<file path="src/rtl/mem_bus_pkg.sv">
// Shared encodings for the data-memory arbiter.
package mem_bus_pkg;

  typedef enum logic [1:0] {
    S_IDLE,
    S_ISSUE,
    S_WAIT,
    S_DONE
  } arb_state_e;

  typedef enum logic {
    OP_RD,
    OP_WR
  } mem_op_e;

  localparam int LOADER_PORT = 0;
  localparam int CPU_PORT    = 1;

endpackage

</file>
<file path="src/rtl/arb_pick.sv">
// One-hot winner select from the eligible vector.
// MEM_ARB_RR_EN: round-robin search from i_ptr; otherwise lowest index wins.
module arb_pick #(
  parameter int NUM_REQ = 2,
  parameter int PTR_W   = 1
) (
  input  logic [NUM_REQ-1:0] i_elig,
`ifdef MEM_ARB_RR_EN
  input  logic [PTR_W-1:0]   i_ptr,
`endif
  output logic [NUM_REQ-1:0] o_gnt
);

`ifdef MEM_ARB_RR_EN
  logic w_found;
  int   w_idx;

  always_comb begin
    o_gnt   = '0;
    w_found = 1'b0;
    w_idx   = 0;
    for (int k = 0; k < NUM_REQ; k++) begin
      w_idx = (int'(i_ptr) + k) % NUM_REQ;
      if (!w_found && i_elig[w_idx]) begin
        o_gnt[w_idx] = 1'b1;
        w_found      = 1'b1;
      end
    end
  end
`else
  // isolate the lowest set bit
  assign o_gnt = i_elig & (~i_elig + NUM_REQ'(1));
`endif

endmodule

</file>
<file path="src/rtl/mem_arbiter.sv">
// Sequences NUM_REQ requesters onto the byte-wide memory handshake.
// MEM_ARB_RR_EN selects round-robin arbitration instead of fixed priority.
module mem_arbiter
  import mem_bus_pkg::*;
#(
  parameter int NUM_REQ = 2,
  parameter int ADDR_W  = 32,
  parameter int TIMEOUT = 64
) (
  input  logic                    clk,
  input  logic                    rst_n,
  input  logic                    boot_done,
  input  logic [NUM_REQ-1:0]      req_rd,
  input  logic [NUM_REQ-1:0]      req_wr,
  input  logic [NUM_REQ*ADDR_W-1:0] req_addr,
  input  logic [NUM_REQ*8-1:0]    req_wdata,
  output logic [NUM_REQ-1:0]      req_done,
  output logic [NUM_REQ-1:0]      req_err,
  output logic [7:0]              rdata,
  output logic [NUM_REQ-1:0]      grant,
  output logic [ADDR_W-1:0]       mem_addr,
  output logic [7:0]              mem_data_in,
  input  logic [7:0]              mem_data_out,
  output logic                    mem_read_en,
  output logic                    mem_write_en,
  input  logic                    mem_ready
);

  localparam int CNT_W = $clog2(TIMEOUT);
  localparam int PTR_W = $clog2(NUM_REQ);

  arb_state_e          r_state;
  mem_op_e             r_op;
  logic [CNT_W-1:0]    r_cnt;
  logic [NUM_REQ-1:0]  r_grant;
  logic [NUM_REQ-1:0]  r_done;
  logic [NUM_REQ-1:0]  r_err;
  logic [7:0]          r_rdata;
  logic [ADDR_W-1:0]   r_addr;
  logic [7:0]          r_wdata;
  logic                r_rd_en;
  logic                r_wr_en;

  logic [NUM_REQ-1:0]  w_mask;
  logic [NUM_REQ-1:0]  w_elig;
  logic [NUM_REQ-1:0]  w_gnt;
  logic [ADDR_W-1:0]   w_sel_addr;
  logic [7:0]          w_sel_data;
  logic                w_sel_wr;

  always_comb begin
    w_mask              = '0;
    w_mask[LOADER_PORT] = 1'b1;
    if (boot_done) w_mask = '1;
  end

  assign w_elig = (req_rd | req_wr) & w_mask;

`ifdef MEM_ARB_RR_EN
  logic [PTR_W-1:0] r_ptr;
  logic [PTR_W-1:0] w_win_idx;
  logic [PTR_W-1:0] w_ptr_nxt;

  always_comb begin
    w_win_idx = '0;
    for (int i = 0; i < NUM_REQ; i++)
      if (w_gnt[i]) w_win_idx = PTR_W'(i);
  end

  assign w_ptr_nxt = (w_win_idx == PTR_W'(NUM_REQ-1)) ?
                     '0 : w_win_idx + 1'b1;

  arb_pick #(.NUM_REQ(NUM_REQ), .PTR_W(PTR_W)) u_pick (
    .i_elig (w_elig),
    .i_ptr  (r_ptr),
    .o_gnt  (w_gnt)
  );
`else
  arb_pick #(.NUM_REQ(NUM_REQ), .PTR_W(PTR_W)) u_pick (
    .i_elig (w_elig),
    .o_gnt  (w_gnt)
  );
`endif

  always_comb begin
    w_sel_addr = '0;
    w_sel_data = '0;
    w_sel_wr   = 1'b0;
    for (int i = 0; i < NUM_REQ; i++) begin
      if (w_gnt[i]) begin
        w_sel_addr = req_addr[i*ADDR_W +: ADDR_W];
        w_sel_data = req_wdata[i*8 +: 8];
        w_sel_wr   = req_wr[i];
      end
    end
  end

  always_ff @(posedge clk or negedge rst_n) begin
    if (!rst_n) begin
      r_state <= S_IDLE;
      r_op    <= OP_RD;
      r_cnt   <= '0;
      r_grant <= '0;
      r_done  <= '0;
      r_err   <= '0;
      r_rdata <= '0;
      r_addr  <= '0;
      r_wdata <= '0;
      r_rd_en <= 1'b0;
      r_wr_en <= 1'b0;
`ifdef MEM_ARB_RR_EN
      r_ptr   <= '0;
`endif
    end else begin
      r_done <= '0;
      r_err  <= '0;
      unique case (r_state)
        S_IDLE: begin
          if (|w_gnt) begin
            r_grant <= w_gnt;
            r_addr  <= w_sel_addr;
            r_wdata <= w_sel_data;
            r_op    <= w_sel_wr ? OP_WR : OP_RD;
            r_state <= S_ISSUE;
`ifdef MEM_ARB_RR_EN
            r_ptr   <= w_ptr_nxt;
`endif
          end
        end
        S_ISSUE: begin
          r_rd_en <= (r_op == OP_RD);
          r_wr_en <= (r_op == OP_WR);
          r_cnt   <= '0;
          r_state <= S_WAIT;
        end
        S_WAIT: begin
          if (mem_ready) begin
            if (r_op == OP_RD) r_rdata <= mem_data_out;
            r_rd_en <= 1'b0;
            r_wr_en <= 1'b0;
            r_done  <= r_grant;
            r_state <= S_DONE;
          end else if (r_cnt == CNT_W'(TIMEOUT-1)) begin
            r_rd_en <= 1'b0;
            r_wr_en <= 1'b0;
            r_err   <= r_grant;
            r_grant <= '0;
            r_state <= S_IDLE;
          end else begin
            r_cnt <= r_cnt + 1'b1;
          end
        end
        S_DONE: begin
          r_grant <= '0;
          r_state <= S_IDLE;
        end
        default: r_state <= S_IDLE;
      endcase
    end
  end

  assign grant        = r_grant;
  assign req_done     = r_done;
  assign req_err      = r_err;
  assign rdata        = r_rdata;
  assign mem_addr     = r_addr;
  assign mem_data_in  = r_wdata;
  assign mem_read_en  = r_rd_en;
  assign mem_write_en = r_wr_en;

endmodule

</file>
<file path="config.mk">
export PLATFORM = sky130hd
export DESIGN_NAME = mem_arbiter
export DESIGN_NICKNAME = d
export VERILOG_FILES = /design/src/rtl/mem_bus_pkg.sv /design/src/rtl/arb_pick.sv /design/src/rtl/mem_arbiter.sv
export SDC_FILE = /design/constraint.sdc
export NUM_CORES = 1
export LEC_CHECK = 0
export BUFFER_PORTS_ARGS = -buffer_cell sky130_fd_sc_hd__buf_2
export CAP_MARGIN = 20
export CELL_PAD_IN_SITES_DETAIL_PLACEMENT = 1
export CELL_PAD_IN_SITES_GLOBAL_PLACEMENT = 2
export CORE_AREA = 2 2 106 108
export CTS_CLUSTER_DIAMETER = 80
export DETAILED_ROUTE_END_ITERATION = 8
export DIE_AREA = 0 0 108 110
export HOLD_SLACK_MARGIN = 0.1
export PLACE_DENSITY_LB_ADDON = 0.1
export SYNTH_ARGS = -nofsm -noshare
export SYNTH_HDL_FRONTEND = slang
export SYNTH_HIERARCHICAL = 1
export SYNTH_SLANG_ARGS = --single-unit
export TNS_END_PERCENT = 5
</file>
<file path="constraint.sdc">
create_clock -name clk -period 3 [get_ports clk]
set_input_delay 0.6 -clock clk [delete_from_list [all_inputs] [get_ports clk]]
set_output_delay 0.6 -clock clk [all_outputs]
set_load 0.05 [all_outputs]
</file>
==> results.py, run 1 <==
metrics = {
    "synth": {
        "synth_edf_count": 0,
        "async_flop_share": 1.00,
        "synthesis.area_sq_um": 3170,
        "yosys_most_used_dff": "dfrtp_1",
        "yosysTopAreaCellShare": 0.513,
        "yosys_warnings": 6,
        "synth_area_leaders": "dfrtp_1, mux2_2, a22o_1",
        "ys_ff_latch": 65,
        "avgSynthCellArea_sq_um": 12.4,
        "synthesis.nets": 352,
        "syn_inst": 255,
        "synth_largest_area_cell": "dfrtp_1",
        "ys_seq_area_frac": 0.513,
        "synth_cell_types": 44,
    },
    "finish": {
        "nets": 497,
        "multiInputGateArea_sq_um": 1400,
        "area_growth_pct": 33.2,
        "fillers": 1226,
        "seqCellArea_sq_um": 1630,
        "antenna_cells": 0,
        "drive_above_1_share": 0.536,
    },
    "sta": {
        "tns_ns": 0,
        "hold_ws_ns": 0.422,
        "tightest_slew_ns": 0.832,
        "finalSetupViolCount": 0,
        "fin_ws_ns": 0.909,
        "slew-limit-headroom": 0.445,
        "fmax_ghz": 0.478,
        "fin_skew_ns": 0.00789,
        "finalMaxSlewViolations": 0,
        "hold_viol": 0,
        "period_share": 0.697,
        "rsz0062_at_grt": "no",
        "fin_crit_ns": 2.09,
    },
    "worst_setup_path": {
        "critPathMaxFanout": 29,
        "crit_required_ns": 3.22,
        "critPathArrivalTime_ns": 2.31,
        "critical_path_class": "in2reg",
        "r2r_start": "r_state[0]",
        "cp-start-kind": "input port",
        "r2r-end": "rdata[3]",
        "reg2reg_setup_slack_ns": 1.17,
        "reg2reg_depth": 3,
        "endpoint_kind": "flop",
    },
    "clocking": {
        "cts_root_buf": "clkbuf_8",
        "cts_tree": "built",
        "clock_sinks": 65,
        "post-cts-setup-buffer-count": 0,
        "cts_resized": 0,
        "clock_latency_ns": 0.34,
        "numCtsBuffers": 9,
        "hold_buffers": 0,
        "cts.clk_slew.worst_paths_ns": 0.07,
        "cts.htree.levels": 3,
        "clockBufferDepth": 2,
    },
    "global_route": {
        "grt_pass1_wl_mm": 13.8,
        "antenna_found_initial": 1,
        "grt_use_met2": 0.244,
        "use_met3": 0.0541,
        "busiest_layer": "met2",
        "grt_max_degree": 66,
        "grt.total_usage": 0.150,
        "grt_pass1_vias": 2795,
        "grt_use_met1": 0.183,
        "overflow": 0,
    },
    "route": {
        "drc": 0,
        "wl_per_cell_um": 16.0,
        "drt_first_pass_iters": 4,
        "detail-route-antenna-nets": 0,
        "drt_wl_total_mm": 8.71,
        "vias": 2650,
        "vias_per_cell": 4.86,
        "drtIter0Drc": 51,
    },
    "floorplanning": {
        "die_area_sq_um": 11900,
        "die_h_um": 110,
        "io_pins": 152,
        "die_w_um": 108,
        "start_util": 0.297,
        "std_cell_rows": 38,
        "design.core.area_sq_um": 10700,
    },
    "worst_hold_path": {
        "hold_path_class": "in2async",
    },
    "place": {
        "hpwl_mm": 6.37,
        "io_buffers": 151,
        "routabilityCongestion": 0.735,
        "post-place-ws_ns": 0.537,
    },
    "power": {
        "irDropWorstVdd_v": 0.000420,
        "power_density_nw_per_um2": 1160,
        "p_leak_nw": 2.14,
    },
    "status": {
        "status": "complete, no violations",
    },
    "flow_run": {
        "maxCapViolCount": 0,
    },
}
[worst max path at each step]
stage,startpoint,to,slack [ns],cells past startpoint
floorplan,req_wr[0],mem_addr[10],0.78,7
global placement,req_wr[0],mem_addr[7],0.58,7
detailed placement,req_wr[0],mem_addr[11],0.54,7
CTS,req_wr[0],mem_addr[4],0.89,7
global route,req_wr[0],mem_addr[11],0.82,7
finish,req_wr[0],mem_addr[4],0.91,7
[worst max-delay path: stages]
cell and delay (ns):
buf_2 0.10, or2_2 0.36, nor2b_4 0.16, inv_2 0.07, a211oi_4 0.24, buf_4 0.39, mux2_2 0.38
[through the flow]
stage | power (mW) | instance area (sq um) | instances | utilization
6_report | 4.89 | 4230 | 545 | 0.395
3_3_place_gp | 4.10 | 4020 | 529 | 0.376
2_1_floorplan | 3.50 | 3170 | 255 | -
3_5_place_dp | 4.14 | 4020 | 529 | 0.376
4_1_cts | 4.97 | 4230 | 545 | 0.395
5_1_grt | 5.17 | 4230 | 545 | 0.395
[synth_stat cells (all sizes together) (4+ instances only)]
cell and count:
buf 11, a22o 39, clkbuf 11, o211ai 5
o21ai 4, inv 6, nand2 12, and3 4
nor2b 4, a211oi 6, mux2 49, a21oi 6
dfrtp 65
[area by class of cell]
cell class	count	area share
clock inverters	6	0.0195
repair buffers	156	0.188
inverters	6	0.00533
clock buffers	10	0.0302
well taps	140	0.0414
multi-input cells	162	0.331
flip-flops and latches	65	0.385
[report_power, final]
part	switching [mW]	leakage [nW]	internal [mW]
logic	1.78	1.22	0.765
clock network	0.347	0.106	0.464
registers	0.273	0.812	1.26
[registers in the layout (all words and copies together) (netlist names)]
signal	flops
mem_addr	32
mem_data_in	8
rdata	8
r_cnt	6
grant	2
r_state	2
req_done	2
req_err	2
mem_read_en	1
mem_write_en	1
r_op	1
[cells by family (layout without fill, tap and decap cells)]
| kind of cell | count (synthesis) | after routing | synth area share |
|---|---|---|---|
| AOI/OAI and AO/OA | 70 | 70 | 0.181 |
| DFF | 65 | 65 | 0.513 |
| muxes | 49 | 49 | 0.174 |
| and+or+nand+nor | 42 | 42 | 0.0820 |
| buffers and inverters | 28 | 178 | 0.0469 |
| adders and majority gates | 1 | 1 | 0.00394 |
[layer usage]
layer | vias to the layer above | wire [um]
met1 | 1292 | 3730
li1 | 1256 | -
met2 | 96 | 4220
met5 | - | 0
met3 | 6 | 692
met4 | 0 | 70
[placed cells by master (no fill, tap or decap), types with 2 or more instances in the layout]
cell type and n:
a2111o_1 2, a211oi_1 5, a21o_1 2, a21oi_1 6, a22o_1 39, and3_1 4
buf_2 151, buf_4 5, bufinv_16 2, clkbuf_8 9, clkinv_2 3, dfrtp_1 65
inv_1 5, mux2_1 10, mux2_2 39, nand2_1 12, nand2b_1 2, nand3_1 3
nor2_1 2, nor2b_1 2, nor3_1 3, o211ai_1 5, o21ai_0 4
(Power assumes the default switching activity.)
==> run 2: changes to the inputs <==
- CORE_AREA: 2 2 106 108 -> 2 2 116 118
- DIE_AREA: 0 0 108 110 -> 0 0 118 120
- clock period: 3 -> 1.8 ns (I/O delays scaled with it)
==> run 2 against run 1 <==
  * Flip-flop and latch count did not move
  * Die area rose by 19%
  * Combinational power rose by 76%
  * Register-to-register slack got worse by 0.99 ns
  * Global-route usage fell by 1.8 points
  * First-iteration DRC count fell by 9.8%
  * Critical path type unchanged
  * Highest routed layer unchanged
==> results.py, run 2 (synthesis results as in run 1) <==
metrics = {
    "status": {
        "status": "complete, no violations",
    },
    "floorplanning": {
        "start_util": 0.244,
        "die_area_sq_um": 14200,
        "std_cell_rows": 42,
        "die_w_um": 118,
        "design.core.area_sq_um": 13000,
        "io_pins": 152,
        "die_h_um": 120,
    },
    "sta": {
        "finalSetupViolCount": 0,
        "hold_viol": 0,
        "rsz0062_at_grt": "no",
        "fin_skew_ns": 0.00495,
        "fin_ws_ns": 0.167,
        "slew-limit-headroom": 0.740,
        "hold_ws_ns": 0.259,
        "tightest_slew_ns": 0.390,
        "period_share": 0.907,
        "finalMaxSlewViolations": 0,
        "fin_crit_ns": 1.63,
        "fmax_ghz": 0.612,
    },
    "global_route": {
        "grt_pass1_vias": 2787,
        "grt.total_usage": 0.132,
        "grt_max_degree": 52,
        "antenna_found_initial": 0,
        "overflow": 0,
        "grt_pass1_wl_mm": 14.5,
    },
    "finish": {
        "seqCellArea_sq_um": 1630,
        "antenna_cells": 0,
        "drive_above_1_share": 0.544,
        "largest_reg_flops": 32,
        "nets": 510,
        "fillers": 1491,
        "multiInputGateArea_sq_um": 1410,
        "final_common_cell": "buf_2",
        "area_growth_pct": 41.8,
        "final_cell_mix": "buf_2, dfrtp_1, a22o_1",
    },
    "clocking": {
        "post-cts-setup-buffer-count": 0,
        "clock_latency_ns": 0.34,
        "cts_root_buf": "clkbuf_16",
        "cts.htree.levels": 3,
        "hold_buffers": 1,
        "numCtsBuffers": 9,
        "cts_resized": 0,
        "cts_tree": "built",
        "clockBufferDepth": 2,
        "cts.clk_slew.worst_paths_ns": 0.06,
        "clock_sinks": 65,
    },
    "worst_setup_path": {
        "crit_required_ns": 2.01,
        "critPathArrivalTime_ns": 1.85,
        "endpoint_kind": "flop",
        "critical_path_class": "in2reg",
        "critPathMaxFanout": 26,
        "cp-start-kind": "input port",
    },
    "place": {
        "post-place-ws_ns": -0.186,
        "routabilityCongestion": 0.691,
        "hpwl_mm": 6.65,
        "io_buffers": 151,
    },
    "route": {
        "drc": 0,
        "wl_per_cell_um": 15.0,
        "detail-route-antenna-nets": 0,
        "vias_per_cell": 4.49,
        "drt_wl_total_mm": 8.90,
        "drtIter0Drc": 46,
        "drt_first_pass_iters": 4,
        "vias": 2664,
    },
    "worst_hold_path": {
        "hold_path_class": "in2reg",
    },
    "power": {
        "p_leak_nw": 2.25,
        "power_density_nw_per_um2": 1900,
        "power_mw": 8.56,
        "irDropWorstVdd_v": 0.000687,
    },
    "flow_run": {
        "maxCapViolCount": 0,
    },
}
-- run 2: metrics by stage --
stage	setup TNS, ns	instances	util	area [sq um]
4_1_cts	0	593	0.347	4500
5_1_grt	0	593	0.347	4500
2_1_floorplan	-2.08	255	-	3190
3_3_place_gp	-4.45	577	0.325	4220
6_report	0	593	0.347	4500
3_5_place_dp	-6.01	577	0.325	4220
-- run 2: path summary, 6_finish.rpt --
kind / from / to / slack (ns) / cells past startpoint
min in group asynchronous: rst_n / r_cnt[4] / 0.47 / 2
worst min-delay path: mem_data_out[5] / rdata[5] / 0.26 / 2
worst max register to register: r_state[1] / mem_data_in[4] / 0.18 / 3
worst max-delay path: req_wr[0] / mem_data_in[4] / 0.17 / 7
max in group asynchronous: rst_n / mem_data_in[6] / 0.72 / 3
worst min register to register: mem_addr[15] / mem_addr[15] / 0.48 / 1
-- run 2: area by class of cell --
type / instances / share of cell area
multi-input combinational: 162 / 0.313
inverter: 6 / 0.00556
clock buffer: 12 / 0.0548
tap: 176 / 0.0490
clock inverter: 3 / 0.00389
sequential: 65 / 0.362
timing repair buffer: 169 / 0.213
-- run 2: worst max-delay path: stages --
cell and delay (ns):
buf_2 0.10, or2_4 0.26, nor2b_4 0.14, inv_4 0.05, a211oi_4 0.32, buf_12 0.23, mux2_2 0.36
-- run 2: power by group --
group | internal, mW | leakage (nW) | switching (mW)
Combinational | 1.41 | 1.31 | 3.07
Sequential | 2.10 | 0.812 | 0.388
Clock | 0.957 | 0.128 | 0.633
Total | 4.47 | 2.25 | 4.09
-- run 2: per-layer routing --
metal / wire length [um] / part of all wire / track usage
met5: 0 / 0 / 0
met4: 178 / 0.020 / 0.0610
met3: 661 / 0.074 / 0.0475
met2: 4210 / 0.47 / 0.209
met1: 3860 / 0.43 / 0.160
==> run 3: changes to the inputs <==
- ABC_AREA: default -> 1
- CORE_AREA: 2 2 116 118 -> 2 2 121 123
- DIE_AREA: 0 0 118 120 -> 0 0 123 125
==> run 3 against run 2 <==
  * Flip-flop and latch count unchanged
  * Die area increased by 8.6%
  * Non-clock buffer count shrank 7
  * Register-to-register slack improved by 0.12 ns
  * First-iteration DRC count grew 120%
  * Synthesized cell count is 43% higher
  * Critical path depth up 1
  * Critical endpoint is now mem_addr[24]
==> results.py, run 3 <==
metrics = {
    "sta": {
        "fin_skew_ns": 0.00377,
        "tightest_slew_ns": 0.486,
        "rsz0062_at_grt": "no",
        "fmax_ghz": 0.630,
        "hold_ws_ns": 0.262,
        "slew-limit-headroom": 0.676,
        "finalSetupViolCount": 0,
        "hold_viol": 0,
        "finalMaxSlewViolations": 0,
        "period_share": 0.881,
        "fin_crit_ns": 1.59,
    },
    "global_route": {
        "grt_pass1_wl_mm": 16.5,
        "grt_max_degree": 66,
        "antenna_found_initial": 0,
        "overflow": 0,
        "grt_pass1_vias": 3216,
        "grt.total_usage": 0.139,
    },
    "route": {
        "drtIter0Drc": 102,
        "wl_per_cell_um": 14.8,
        "vias_per_cell": 4.32,
        "vias": 3035,
        "drc": 0,
        "drt_wl_total_mm": 10.4,
        "detail-route-antenna-nets": 0,
        "drt_first_pass_iters": 4,
    },
    "synth": {
        "synthAdderAreaFrac": 0.00413,
        "syn_inst": 364,
        "ys_ff_latch": 65,
        "yosys_most_used_dff": "dfrtp_1",
        "synth_largest_area_cell": "dfrtp_1",
        "synth_cell_types": 24,
        "yosys.area_share.simple": 0.287,
        "yosysMostFrequentCell": "nand2_1",
        "synth_xor_area_frac": 0,
        "yosys-top-cells-count": "nand2_1, dfrtp_1, nand3_1",
        "async_flop_share": 1.00,
        "ys_seq_area_frac": 0.537,
        "avgSynthCellArea_sq_um": 8.32,
        "yosysTopAreaCellShare": 0.537,
        "synthesis.area_sq_um": 3030,
        "yosys_warnings": 6,
        "synthesis.nets": 461,
        "synth_edf_count": 0,
        "synth_top_family_by_area": "simple AND/OR/NAND/NOR gates",
        "synthMuxAreaShare": 0,
        "synth_area_leaders": "dfrtp_1, nand2_1, nand3_1",
        "synth_compound_area_frac": 0.107,
    },
    "floorplanning": {
        "design.core.area_sq_um": 14200,
        "io_pins": 152,
        "std_cell_rows": 44,
        "die_w_um": 123,
        "die_h_um": 125,
        "die_area_sq_um": 15400,
        "start_util": 0.213,
    },
    "clocking": {
        "clockBufferDepth": 2,
        "numCtsBuffers": 9,
        "clock_latency_ns": 0.33,
        "cts_tree": "built",
        "clock_sinks": 65,
        "post-cts-setup-buffer-count": 0,
        "cts.htree.levels": 3,
        "cts_root_buf": "clkbuf_16",
        "cts.clk_slew.worst_paths_ns": 0.05,
    },
    "worst_hold_path": {
        "hold_path_class": "in2reg",
    },
    "finish": {
        "largest_reg_flops": 32,
        "antenna_cells": 0,
        "nets": 610,
        "final_cell_area_sq_um": 4310,
        "drive_above_1_share": 0.363,
        "area_growth_pct": 42.4,
        "final_cell_mix": "buf_2, nand2_1, dfrtp_1",
        "final_common_cell": "buf_2",
    },
    "worst_setup_path": {
        "critPathMaxFanout": 42,
        "cp-start-kind": "input port",
        "crit_required_ns": 2.05,
        "endpoint_kind": "flop",
        "critical_path_class": "in2reg",
        "critPathArrivalTime_ns": 1.84,
    },
    "place": {
        "hpwl_mm": 7.36,
        "io_buffers": 151,
        "routabilityCongestion": 0.694,
        "dpl_cell_area_sq_um": 4020,
    },
    "power": {
        "p_leak_nw": 2.12,
        "power_mw": 8.57,
        "power_density_nw_per_um2": 1990,
        "irDropWorstVdd_v": 0.000725,
    },
    "status": {
        "status": "complete, no violations",
    },
    "flow_run": {
        "maxCapViolCount": 0,
    },
}
[run 3: where the power goes]
group	switching [mW]	total [mW]	internal [mW]
sequential	0.370	2.48	2.11
clock	0.636	1.64	1.00
combinational	3.35	4.45	1.10
[run 3: path summary, 6_finish.rpt]
| check | depth (start not counted) | slack, ns | end | startpoint |
|---|---|---|---|---|
| setup / recovery | 8 | 0.21 | mem_addr[24] | req_wr[0] |
| hold / removal | 3 | 0.26 | rdata[3] | mem_data_out[3] |
| setup reg to reg | 6 | 0.30 | r_cnt[5] | r_cnt[0] |
| hold reg to reg | 2 | 0.46 | rdata[5] | rdata[5] |
| max in group asynchronous | 3 | 0.91 | mem_addr[1] | rst_n |
| min in group asynchronous | 3 | 0.58 | r_cnt[5] | rst_n |
[run 3: cells by family after synthesis]
group                    Yosys count
AND/OR/NAND/NOR                  204
adder cells (fa/ha/maj)            1
buffers and inverters             42
flip-flops                        65
AO/OA/AOI/OAI                     52
[run 3: final cells by class]
| type | count | area (sq um) |
|---|---|---|
| multi-input combinational | 257 | 1220 |
| clock buffer | 13 | 260 |
| tap | 184 | 230 |
| fill | 1754 | 9890 |
| clock inverter | 3 | 15.0 |
| sequential | 65 | 1630 |
| inverter | 18 | 67.6 |
| timing repair buffer | 162 | 895 |
[run 3: critical path: stages]
cell and delay, ns:
buf_2 0.09, or2_2 0.14, buf_6 0.33, inv_2 0.11
a21oi_4 0.32, buf_4 0.26, nor2_1 0.05, a31oi_1 0.14
[run 3: what timing repair did]
| action | 4_1_cts | 5_1_grt |
|---|---|---|
| setup endpoints to repair | 0 | 13 |
| hold endpoints to repair | 65 | 0 |
| resized for setup | 0 | 1 |
| hold buffers | 1 | 0 |
[run 3: metrics by stage]
step	worst slack, ns	util	std cells	setup TNS, ns
floorplan	0.154	-	364	0
global placement	-0.230	0.283	685	-7.39
detailed placement	-0.267	0.283	685	-8.64
CTS	0.0808	0.303	702	0
global route	0.0604	0.304	702	0
finish	0.213	0.304	702	0
[run 3: layer usage]
| layer | share of wire | up-vias | global-route usage |
|---|---|---|---|
| met5 | 0 | - | 0 |
| met4 | 0.010 | 0 | 0.0354 |
| met3 | 0.078 | 7 | 0.0598 |
| met2 | 0.48 | 91 | 0.228 |
| met1 | 0.43 | 1426 | 0.168 |
| li1 | - | 1511 | - |
